<file path="config.mk">
export PLATFORM = sky130hd
export DESIGN_NAME = stopwatch_sequencer
export DESIGN_NICKNAME = d
export VERILOG_FILES = /design/src/rtl/stopwatch_pkg.sv /design/src/rtl/bcd_digit_counter.sv /design/src/rtl/stopwatch_sequencer.sv
export SDC_FILE = /design/constraint.sdc
export NUM_CORES = 1
export LEC_CHECK = 0
export CORE_MARGIN = 5
export CORE_UTILIZATION = 47
export CTS_BUF_LIST = sky130_fd_sc_hd__clkbuf_16
export CTS_CLUSTER_SIZE = 20
export DETAILED_ROUTE_END_ITERATION = 7
export PLACE_DENSITY = 0.83
export SYNTH_ARGS = -nofsm -noshare
export SYNTH_HDL_FRONTEND = slang
export SYNTH_SLANG_ARGS = --single-unit
</file>
<file path="constraint.sdc">
create_clock -name clk -period 1.8 [get_ports clk]
set_input_delay 0.36 -clock clk [delete_from_list [all_inputs] [get_ports clk]]
set_output_delay 0.36 -clock clk [all_outputs]
set_load 0.1 [all_outputs]
</file>
<file path="src/rtl/stopwatch_pkg.sv">
// Shared encodings and constants for the stopwatch sequencer and its BCD digit chain.
package stopwatch_pkg;

  typedef enum logic [1:0] {
    ST_IDLE    = 2'd0,
    ST_RUNNING = 2'd1,
    ST_PAUSED  = 2'd2
  } state_e;

  localparam int BCD_W = 4;

  localparam int SEC_ONES_MOD = 10;
  localparam int SEC_TENS_MOD = 6;
  localparam int MIN_ONES_MOD = 10;
  localparam int MIN_TENS_MOD = 6;

endpackage

</file>
<file path="src/rtl/bcd_digit_counter.sv">
// One BCD digit that counts 0..MODULO-1. Carry is combinational so a whole
// chain of digits ripples within a single clock edge.
module bcd_digit_counter
  import stopwatch_pkg::*;
#(
  parameter int MODULO = 10
) (
  input  logic             clk,
  input  logic             rst_n,
  input  logic             clr,
  input  logic             inc,
  output logic [BCD_W-1:0] digit,
  output logic             carry
);

  localparam logic [BCD_W-1:0] DIGIT_MAX = BCD_W'(MODULO - 1);

  logic [BCD_W-1:0] digit_q, digit_d;

  always_comb begin
    digit_d = digit_q;
    if (clr) begin
      digit_d = '0;
    end else if (inc) begin
      digit_d = (digit_q == DIGIT_MAX) ? '0 : digit_q + BCD_W'(1);
    end
  end

  always_ff @(posedge clk or negedge rst_n) begin
    if (!rst_n) begin
      digit_q <= '0;
    end else begin
      digit_q <= digit_d;
    end
  end

  assign digit = digit_q;
  assign carry = inc && (digit_q == DIGIT_MAX);

endmodule

</file>
<file path="src/rtl/stopwatch_sequencer.sv">
// Stopwatch run/pause sequencer: button edge detection, IDLE/RUNNING/PAUSED FSM,
// one-second prescaler, mm:ss BCD counter and lap-hold display register.
module stopwatch_sequencer
  import stopwatch_pkg::*;
#(
  parameter int TICKS_PER_SEC = 100
) (
  input  logic        clk,
  input  logic        rst_n,
  input  logic        start,
  input  logic        stop,
  input  logic        clear,
  input  logic        lap,
  output logic        enable,
  output logic [1:0]  state,
  output logic        sec_tick,
  output logic [15:0] time_bcd,
  output logic [15:0] disp_bcd,
  output logic        lap_hold
);

  localparam int PW = (TICKS_PER_SEC > 1) ? $clog2(TICKS_PER_SEC) : 1;
  localparam logic [PW-1:0] PRE_MAX = PW'(TICKS_PER_SEC - 1);

  logic start_q, start_d, stop_q, stop_d, clear_q, clear_d, lap_q, lap_d;
  logic start_evt, stop_evt, clear_evt, lap_evt;

  always_comb begin
    start_d = start;
    stop_d  = stop;
    clear_d = clear;
    lap_d   = lap;
  end

  always_ff @(posedge clk or negedge rst_n) begin
    if (!rst_n) begin
      start_q <= 1'b0;
      stop_q  <= 1'b0;
      clear_q <= 1'b0;
      lap_q   <= 1'b0;
    end else begin
      start_q <= start_d;
      stop_q  <= stop_d;
      clear_q <= clear_d;
      lap_q   <= lap_d;
    end
  end

  assign start_evt = start & ~start_q;
  assign stop_evt  = stop  & ~stop_q;
  assign clear_evt = clear & ~clear_q;
  assign lap_evt   = lap   & ~lap_q;

  state_e state_q, state_d;

  always_ff @(posedge clk or negedge rst_n) begin
    if (!rst_n) begin
      state_q <= ST_IDLE;
    end else begin
      state_q <= state_d;
    end
  end

  // Stop beats start while running; start beats clear while paused.
  always_comb begin
    state_d = state_q;
    unique case (state_q)
      ST_IDLE:    if (start_evt) state_d = ST_RUNNING;
      ST_RUNNING: if (stop_evt)  state_d = ST_PAUSED;
      ST_PAUSED: begin
        if (start_evt)      state_d = ST_RUNNING;
        else if (clear_evt) state_d = ST_IDLE;
      end
      default:            state_d = ST_IDLE;
    endcase
  end

  always_comb begin
    enable = (state_q == ST_RUNNING);
    state  = state_q;
  end

  logic clr_do;
  logic tick_inc;
  logic [PW-1:0] presc_q, presc_d;

  assign clr_do   = clear_evt &&
                    ((state_q == ST_IDLE) || ((state_q == ST_PAUSED) && !start_evt));
  assign tick_inc = (state_q == ST_RUNNING) && (presc_q == PRE_MAX);

  // PAUSED holds the partial second so a resume finishes it rather than restarting it.
  always_comb begin
    presc_d = presc_q;
    if (clr_do || (state_q == ST_IDLE)) begin
      presc_d = '0;
    end else if (state_q == ST_RUNNING) begin
      presc_d = tick_inc ? '0 : presc_q + PW'(1);
    end
  end

  logic sec_tick_q, sec_tick_d;

  always_comb sec_tick_d = tick_inc;

  always_ff @(posedge clk or negedge rst_n) begin
    if (!rst_n) begin
      presc_q    <= '0;
      sec_tick_q <= 1'b0;
    end else begin
      presc_q    <= presc_d;
      sec_tick_q <= sec_tick_d;
    end
  end

  assign sec_tick = sec_tick_q;

  logic [BCD_W-1:0] sec_ones, sec_tens, min_ones, min_tens;
  logic so_carry, st_carry, mo_carry, wrap_carry_unused;

  bcd_digit_counter #(.MODULO(SEC_ONES_MOD)) u_sec_ones (
    .clk(clk), .rst_n(rst_n), .clr(clr_do), .inc(tick_inc),
    .digit(sec_ones), .carry(so_carry)
  );

  bcd_digit_counter #(.MODULO(SEC_TENS_MOD)) u_sec_tens (
    .clk(clk), .rst_n(rst_n), .clr(clr_do), .inc(so_carry),
    .digit(sec_tens), .carry(st_carry)
  );

  bcd_digit_counter #(.MODULO(MIN_ONES_MOD)) u_min_ones (
    .clk(clk), .rst_n(rst_n), .clr(clr_do), .inc(st_carry),
    .digit(min_ones), .carry(mo_carry)
  );

  // 59:59 wraps silently, so the top digit's carry goes nowhere.
  bcd_digit_counter #(.MODULO(MIN_TENS_MOD)) u_min_tens (
    .clk(clk), .rst_n(rst_n), .clr(clr_do), .inc(mo_carry),
    .digit(min_tens), .carry(wrap_carry_unused)
  );

  assign time_bcd = {min_tens, min_ones, sec_tens, sec_ones};

  logic [15:0] lap_bcd_q, lap_bcd_d;
  logic        lap_hold_q, lap_hold_d;

  // Capture uses the registered time, i.e. the value before any same-edge increment.
  always_comb begin
    lap_bcd_d  = lap_bcd_q;
    lap_hold_d = lap_hold_q;
    if (clr_do) begin
      lap_hold_d = 1'b0;
    end else if (lap_evt) begin
      if ((state_q == ST_RUNNING) && !lap_hold_q) begin
        lap_bcd_d  = time_bcd;
        lap_hold_d = 1'b1;
      end else if ((state_q != ST_IDLE) && lap_hold_q) begin
        lap_hold_d = 1'b0;
      end
    end
  end

  always_ff @(posedge clk or negedge rst_n) begin
    if (!rst_n) begin
      lap_bcd_q  <= '0;
      lap_hold_q <= 1'b0;
    end else begin
      lap_bcd_q  <= lap_bcd_d;
      lap_hold_q <= lap_hold_d;
    end
  end

  assign lap_hold = lap_hold_q;
  assign disp_bcd = lap_hold_q ? lap_bcd_q : time_bcd;

endmodule
</file>
==> results of run 1 <==
[final timing paths]
kind	cells after the start	end	startpoint	slack (ns)
worst max-delay path	4	enable	state[1]$_DFFE_PN0P_	-0.1
worst min-delay path	2	lap_bcd_q[6]$_DFFE_PN0P_	rst_n	0.43
worst max register to register	6	u_sec_ones.digit[3]$_DFFE_PN0P_	state[1]$_DFFE_PN0P_	-0.07
worst min register to register	2	lap_bcd_q[9]$_DFFE_PN0P_	lap_bcd_q[9]$_DFFE_PN0P_	0.50
max in group asynchronous	3	u_min_ones.digit[2]$_DFFE_PN0P_	rst_n	0.88
min in group clk	2	lap_bcd_q[9]$_DFFE_PN0P_	lap_bcd_q[9]$_DFFE_PN0P_	0.50
[synthesized netlist by cell type, drive strengths merged, types with 2 or more instances]
| library cell | count | share of area (%) |
|---|---|---|
| nor2 | 14 | 2.2 |
| a21oi | 9 | 1.9 |
| and3 | 2 | 0.51 |
| buf | 5 | 1.7 |
| and4bb | 2 | 1.2 |
| xor2 | 2 | 0.72 |
| mux2 | 22 | 10 |
| mux2i | 6 | 2.5 |
| and2 | 2 | 0.51 |
| dfrtp | 47 | 48 |
| nor2b | 2 | 0.51 |
| o211ai | 2 | 0.62 |
| o2bb2ai | 3 | 1.1 |
| nor3 | 2 | 0.41 |
| or4 | 4 | 1.2 |
| nand2b | 3 | 0.77 |
| nand4 | 3 | 0.77 |
| o32ai | 2 | 0.72 |
| nand2 | 20 | 3.4 |
| or4b | 2 | 0.82 |
| or3 | 3 | 0.77 |
| nand3 | 12 | 3.5 |
| o21ai | 18 | 3.7 |
| clkbuf | 7 | 1.1 |
| inv | 8 | 1.2 |
| ha | 7 | 3.6 |
| and3b | 3 | 1.1 |
| a31oi | 3 | 0.77 |
[registers in the layout (all words and copies together), names as in the netlist]
signal            cells
start_q               1
clear_q               1
sec_tick              1
lap_bcd_q            16
state                 2
stop_q                1
presc_q               7
u_sec_tens.digit      4
u_min_tens.digit      4
lap_hold              1
u_min_ones.digit      4
u_sec_ones.digit      4
lap_q                 1
[area by class of cell]
type / count / area (µm²)
sequential: 47 / 1220
tap: 70 / 87.6
inverter: 8 / 37.5
fill: 258 / 991
timing repair buffer: 93 / 1260
clock inverter: 3 / 12.5
clock buffer: 5 / 125
multi-input combinational: 160 / 1340
[worst max-delay path, cell delays in order (launching register included)]
cell	delay [ns]
sky130_fd_sc_hd__dfrtp_4	0.49
sky130_fd_sc_hd__buf_4	0.15
sky130_fd_sc_hd__nand2b_1	0.21
sky130_fd_sc_hd__inv_1	0.20
sky130_fd_sc_hd__buf_12	0.20
[layer usage]
| layer | GRT usage [%] | share of wire [%] |
|---|---|---|
| met2 | 38.7 | 53 |
| met3 | 5.26 | 4.7 |
| met4 | 14.3 | 3.0 |
| met1 | 25.5 | 39 |
| met5 | 0 | 0 |
[cell families after synthesis]
| logic type | share of synthesized area (%) |
|---|---|
| and+or+nand+nor | 19.3 |
| DFF | 48.4 |
| AOI/OAI and AO/OA | 11.0 |
| muxes | 12.7 |
| buffers and inverters | 4.01 |
| adders and majority gates | 3.60 |
| xor gates and xnor gates | 1.08 |
[through the flow]
step | hold WS, ns | cells | setup slack [ns] | util (%)
after floorplan | 0.0644 | 227 | -0.162 | -
after global placement | 0.202 | 360 | -0.0507 | 72.7
after detailed placement | 0.203 | 360 | -0.0624 | 72.7
after CTS | 0.445 | 373 | -0.0236 | 76.9
after global routing | 0.452 | 386 | -0.130 | 80.5
final | 0.435 | 386 | -0.0964 | 80.5
[power by group through the flow]
stage	Combinational [mW]	Clock [mW]	Sequential, mW
floorplan	0.584	0	1.40
global placement	1.11	0	1.26
detailed placement	1.14	0	1.27
CTS	1.19	0.897	1.25
global route	1.36	0.952	1.28
finish	1.31	0.903	1.27
[timing repair]
action | in CTS | in global routing
pin swaps | 5 | 7
buffers inserted | 4 | 12
cloned | 0 | 1
hold buffers | 1 | 0
endpoints found under the setup margin | 16 | 24
gates resized for setup | 6 | 18
endpoints found under the hold margin | 4 | 0
==> results.md, run 1 <==
- Root buffer cell: sky130_fd_sc_hd__clkbuf_16
- Count of endpoints failing setup in the final report: 28
- # rows: 26
- Number of nets produced by synthesis: 240
- Post-route cell area: 4080 µm²
- Final worst path period need: 1.90 ns
- Count of mapped cells out of synthesis: 227
- Worst slew margin relative to its limit: 78.2%
- Most frequent standard cell in the layout excluding fill and tap cells: sky130_fd_sc_hd__buf_12
- Flip-flop and latch count after synthesis: 47
- Clock slew at the register clock pins of the worst setup and hold paths: 0.07 ns
- WL/cell: 20.9 µm
- Worst Max-Slew Pin Slew: 0.322 ns
- Skew-Pair Late Insertion Delay: 0.29 ns
- Antenna cells: 0
- Outcome: finished, violations left
- Total number of clock tree sinks: 47
- Final number of max-transition violations: 0
- Count of unique library cells instantiated by Yosys: 45
- Total power draw: 3.49 mW
- Buffers from clock root to sink, at most: 2
- First drt pass iteration count: 5
- Wire length of the first global-routing pass: 11.4 mm
- Violations in the final reports: negative setup slack
- Deepest level of the CTS H-tree: 2
- Share of total power in the clock network: 25.9%
- Share of power burned in registers: 36.4%
- Combinational power share: 37.7%
- Unrepaired setup endpoints after global routing: true
- Initial antenna violation count: 0
- Signed area change from the synthesized netlist to the final layout: 68.0%
- Post-Route Skew: 0.00604 ns
- Kind of capture point of the worst setup path: primary output
- Sum Neg Setup Slack: -1.11 ns
- Antenna-violating nets left: 0
- Ys async rst share: 100%
- Nets@finish: 328
- Proportion of synthesized chip area in sequential cells: 48.4%
- Static power due to leakage: 1.82 nW
- Average cell area after synthesis: 10.7 µm²
- Hold Path Class: in -> async
- Dominant register cell in the synthesized netlist: sky130_fd_sc_hd__dfrtp_1
- Number of remaining DRC errors: 0
- Final clock period utilization by the worst path: 105%
- Port Buffer Count: 42
- Internal power component: 2.24 mW
- Power density normalized to cell area: 853 nW/µm²
- Kind of start point of the critical path: flip-flop
- Number of flops mapped to enable cells by yosys: 0
- CTS tree: done
- Ratio of cells with drive above 1 in the final layout: 52.2%
- Die outline area: 6710 µm²
- Worst supply voltage drop on vdd: 0.000568 V
- Final HPWL from detailed placement: 4.70 mm
- Maximum number of pins on one net before global-route repair: 27
- Post-Synthesis Cell Area: 2430 µm²
- Area post-placement: 3690 µm²
- Vias per inst: 5.81
- Worst setup margin: -0.0964 ns
- Data required, critical path: 1.44 ns
- Routed Wire Length: 8.06 mm
- Number of endpoints with negative hold slack in the final report: 0
- Critical Setup Path Class: reg -> out
- Maximum operating frequency: 527 MHz
- Commonest non-fill, non-tap cells in the layout: 42 x sky130_fd_sc_hd__buf_12, 41 x sky130_fd_sc_hd__buf_4, 28 x sky130_fd_sc_hd__dfrtp_1
- Via count of the first global-routing pass: 2296
- Die Height: 81.9 µm
- Width of the chip: 81.9 µm
- Total number of vias: 2243
- Overall global routing resource usage: 22.7%
- Overall overflow remaining after global route: 0
- Initial standard-cell utilization of the core: 47.9%
- Final Wtd Congestion: 0.819
- Violation count after the first detailed-route iteration: 185
- CTS buffer count: 5
- Switching Power: 1.24 mW
- Crit path DAT: 1.54 ns
- Sw Ratio: 35.6%
- Io pins: 43
- Crit path max fanout: 4
- Floorplan Core Area: 5070 µm²
- Number of violations of the max-capacitance limit: 0
- Warnings from Yosys: 0
No activity file was read; power rests on OpenSTA's default activity.
==> run 2, diff against run 1 <==
--- a/config.mk
+++ b/config.mk
@@ -10,7 +10,9 @@
 export CTS_BUF_LIST = sky130_fd_sc_hd__clkbuf_16
 export CTS_CLUSTER_SIZE = 20
 export DETAILED_ROUTE_END_ITERATION = 7
+export GPL_ROUTABILITY_DRIVEN = 0
 export PLACE_DENSITY = 0.83
+export RECOVER_POWER = 25
 export SYNTH_ARGS = -nofsm -noshare
 export SYNTH_HDL_FRONTEND = slang
 export SYNTH_SLANG_ARGS = --single-unit
==> run 2 against run 1 <==
Net effect:
- the flow still finishes with violations (negative setup slack)
- utilization is 0.32 points lower
- fmax is 0.20% lower
- via count is 0.53% lower
- combinational power hardly changed
- register-to-register slack hardly changed
- final cell count stayed put
- clock-buffer cell count stayed put
- routed wire length hardly changed
- global-route usage stayed put
- cell area is 0.40% lower
==> results.md, run 2 (synthesis results as in run 1) <==
- Via count of the first global-routing pass: 2296
- Commonest non-fill, non-tap cells in the layout: 41 x sky130_fd_sc_hd__buf_4, 41 x sky130_fd_sc_hd__buf_12, 28 x sky130_fd_sc_hd__dfrtp_1
- Maximum operating frequency: 526 MHz
- Wire length of the first global-routing pass: 11.4 mm
- Worst slew margin relative to its limit: 53.6%
- WP buf/inv: 3
- Fillers: 261
- Deepest level of the CTS H-tree: 2
- Die outline area: 6710 µm²
- Crit path max fanout: 4
- Vias per inst: 5.78
- Wire length on met1: 3.10 mm
- Total number of clock tree sinks: 47
- CTS tree: done
- Biggest registers after layout: lap_bcd_q (16), presc_q (7)
- Violation count after the first detailed-route iteration: 190
- Power density normalized to cell area: 855 nW/µm²
- Met2 wirelength from detailed routing: 4.31 mm
- Sum Neg Setup Slack: -1.15 ns
- Unrepaired setup endpoints after global routing: true
- Ratio of cells with drive above 1 in the final layout: 51.9%
- CTS buffer count: 5
- Width of the chip: 81.9 µm
- Violations in the final reports: negative setup slack
- Post-Route Skew: 0.00627 ns
- Antenna cells: 0
- Initial antenna violation count: 0
- Cell chain of the critical path: buf_4 > nand2b_1 > inv_1 > buf_12
- Highest routing layer actually used: met4
- Buffers from clock root to sink, at most: 2
- Outcome: finished, violations left
- Static power due to leakage: 1.81 nW
- Max incr delay on CP: 0.49 ns
- Count of endpoints failing setup in the final report: 29
- Antenna-violating nets left: 0
- Die Height: 81.9 µm
- Hold Path Class: in -> async
- Signed area change from the synthesized netlist to the final layout: 67.3%
- Critical Setup Path Class: reg -> out
- Io pins: 43
- Root buffer cell: sky130_fd_sc_hd__clkbuf_16
- First drt pass iteration count: 4
- Data required, critical path: 1.44 ns
- Worst Max-Slew Pin Slew: 0.696 ns
- Nets@finish: 328
- Final HPWL from detailed placement: 4.70 mm
- Largest register by flop count: lap_bcd_q
- Final worst path period need: 1.90 ns
- # rows: 26
- Clock slew at the register clock pins of the worst setup and hold paths: 0.07 ns
- Kind of capture point of the worst setup path: primary output
- Final number of max-transition violations: 0
- Crit path DAT: 1.54 ns
- Final clock period utilization by the worst path: 106%
- Skew-Pair Late Insertion Delay: 0.29 ns
- Number of violations of the max-capacitance limit: 0
- Port Buffer Count: 42
- WL/cell: 20.9 µm
- Worst setup margin: -0.100 ns
- Maximum number of pins on one net before global-route repair: 27
- Initial standard-cell utilization of the core: 47.9%
- Overall overflow remaining after global route: 0
- Number of endpoints with negative hold slack in the final report: 0
- Kind of start point of the critical path: flip-flop
- Total number of vias: 2231
- Met3 layer wire length in the routed design: 387 µm
- Cell type of the slowest stage on the worst timing path: sky130_fd_sc_hd__dfrtp_4
- Number of flip-flops under the largest register name: 16
- Number of remaining DRC errors: 0
- Total power draw: 3.48 mW
- Worst supply voltage drop on vdd: 0.000568 V
- Floorplan Core Area: 5070 µm²
- Family with the most delay on the worst path: buffers and inverters
- Overall global routing resource usage: 22.7%
- Routed Wire Length: 8.06 mm
==> run 2: cell count changes in the layout (fill, tap and decap cells not counted), sizes merged <==
cell           before  now
clkdlybuf4s50       4    0
buf                87   85
dlygate4sd3         1    5
clkbuf              6    8
==> run 2: what timing repair did <==
item / in CTS / in global routing
gates resized for setup: 6 / 18
gates cloned: 0 / 1
setup endpoints to repair: 16 / 24
buffers inserted: 4 / 12
hold endpoints to repair: 4 / 0
pin swaps: 5 / 7
hold buffers: 1 / 0
==> run 2: final timing paths <==
| check | start | end | slack, ns | cells after the start |
|---|---|---|---|---|
| worst max-delay path | state[1]$_DFFE_PN0P_ | enable | -0.10 | 4 |
| worst min-delay path | rst_n | lap_bcd_q[6]$_DFFE_PN0P_ | 0.48 | 2 |
| worst max register to register | state[1]$_DFFE_PN0P_ | u_sec_ones.digit[3]$_DFFE_PN0P_ | -0.07 | 6 |
| worst min register to register | lap_bcd_q[9]$_DFFE_PN0P_ | lap_bcd_q[9]$_DFFE_PN0P_ | 0.51 | 2 |
| max in group asynchronous | rst_n | state[0]$_DFFE_PN0P_ | 0.26 | 3 |
| min in group clk | lap_bcd_q[9]$_DFFE_PN0P_ | lap_bcd_q[9]$_DFFE_PN0P_ | 0.51 | 2 |
==> run 2: layout make-up <==
cell class	count	area (µm²)	area share, %
clock buffer	5	125	3.08
clock inverter	3	12.5	0.308
inverter	8	37.5	0.923
multi-input combinational	160	1340	32.9
sequential	47	1220	30.1
tap	70	87.6	2.15
timing repair buffer	93	1250	30.6
==> run 2: per-stage QoR <==
step / area [µm²] / worst slack, ns / hold WS (ns) / instances / util [%]
floorplan: 2640 / -0.162 / 0.0644 / 227 / -
global placement: 3690 / -0.0507 / 0.202 / 360 / 72.7
detailed placement: 3690 / -0.0624 / 0.203 / 360 / 72.7
finish: 4070 / -0.100 / 0.481 / 386 / 80.2
global route: 4070 / -0.130 / 0.514 / 386 / 80.2
CTS: 3910 / -0.0236 / 0.445 / 373 / 76.9
==> run 2: report_power, final <==
| group | switching (mW) | internal [mW] | total (mW) |
|---|---|---|---|
| registers | 0.0997 | 1.17 | 1.27 |
| logic | 0.739 | 0.565 | 1.30 |
| clock network | 0.399 | 0.503 | 0.902 |
==> run 2: metal layers <==
layer,global-route usage (%),vias to the layer above
met3,5.26,21
met4,14.3,0
li1,-,990
met1,25.5,1125
met5,0,-
met2,38.7,95
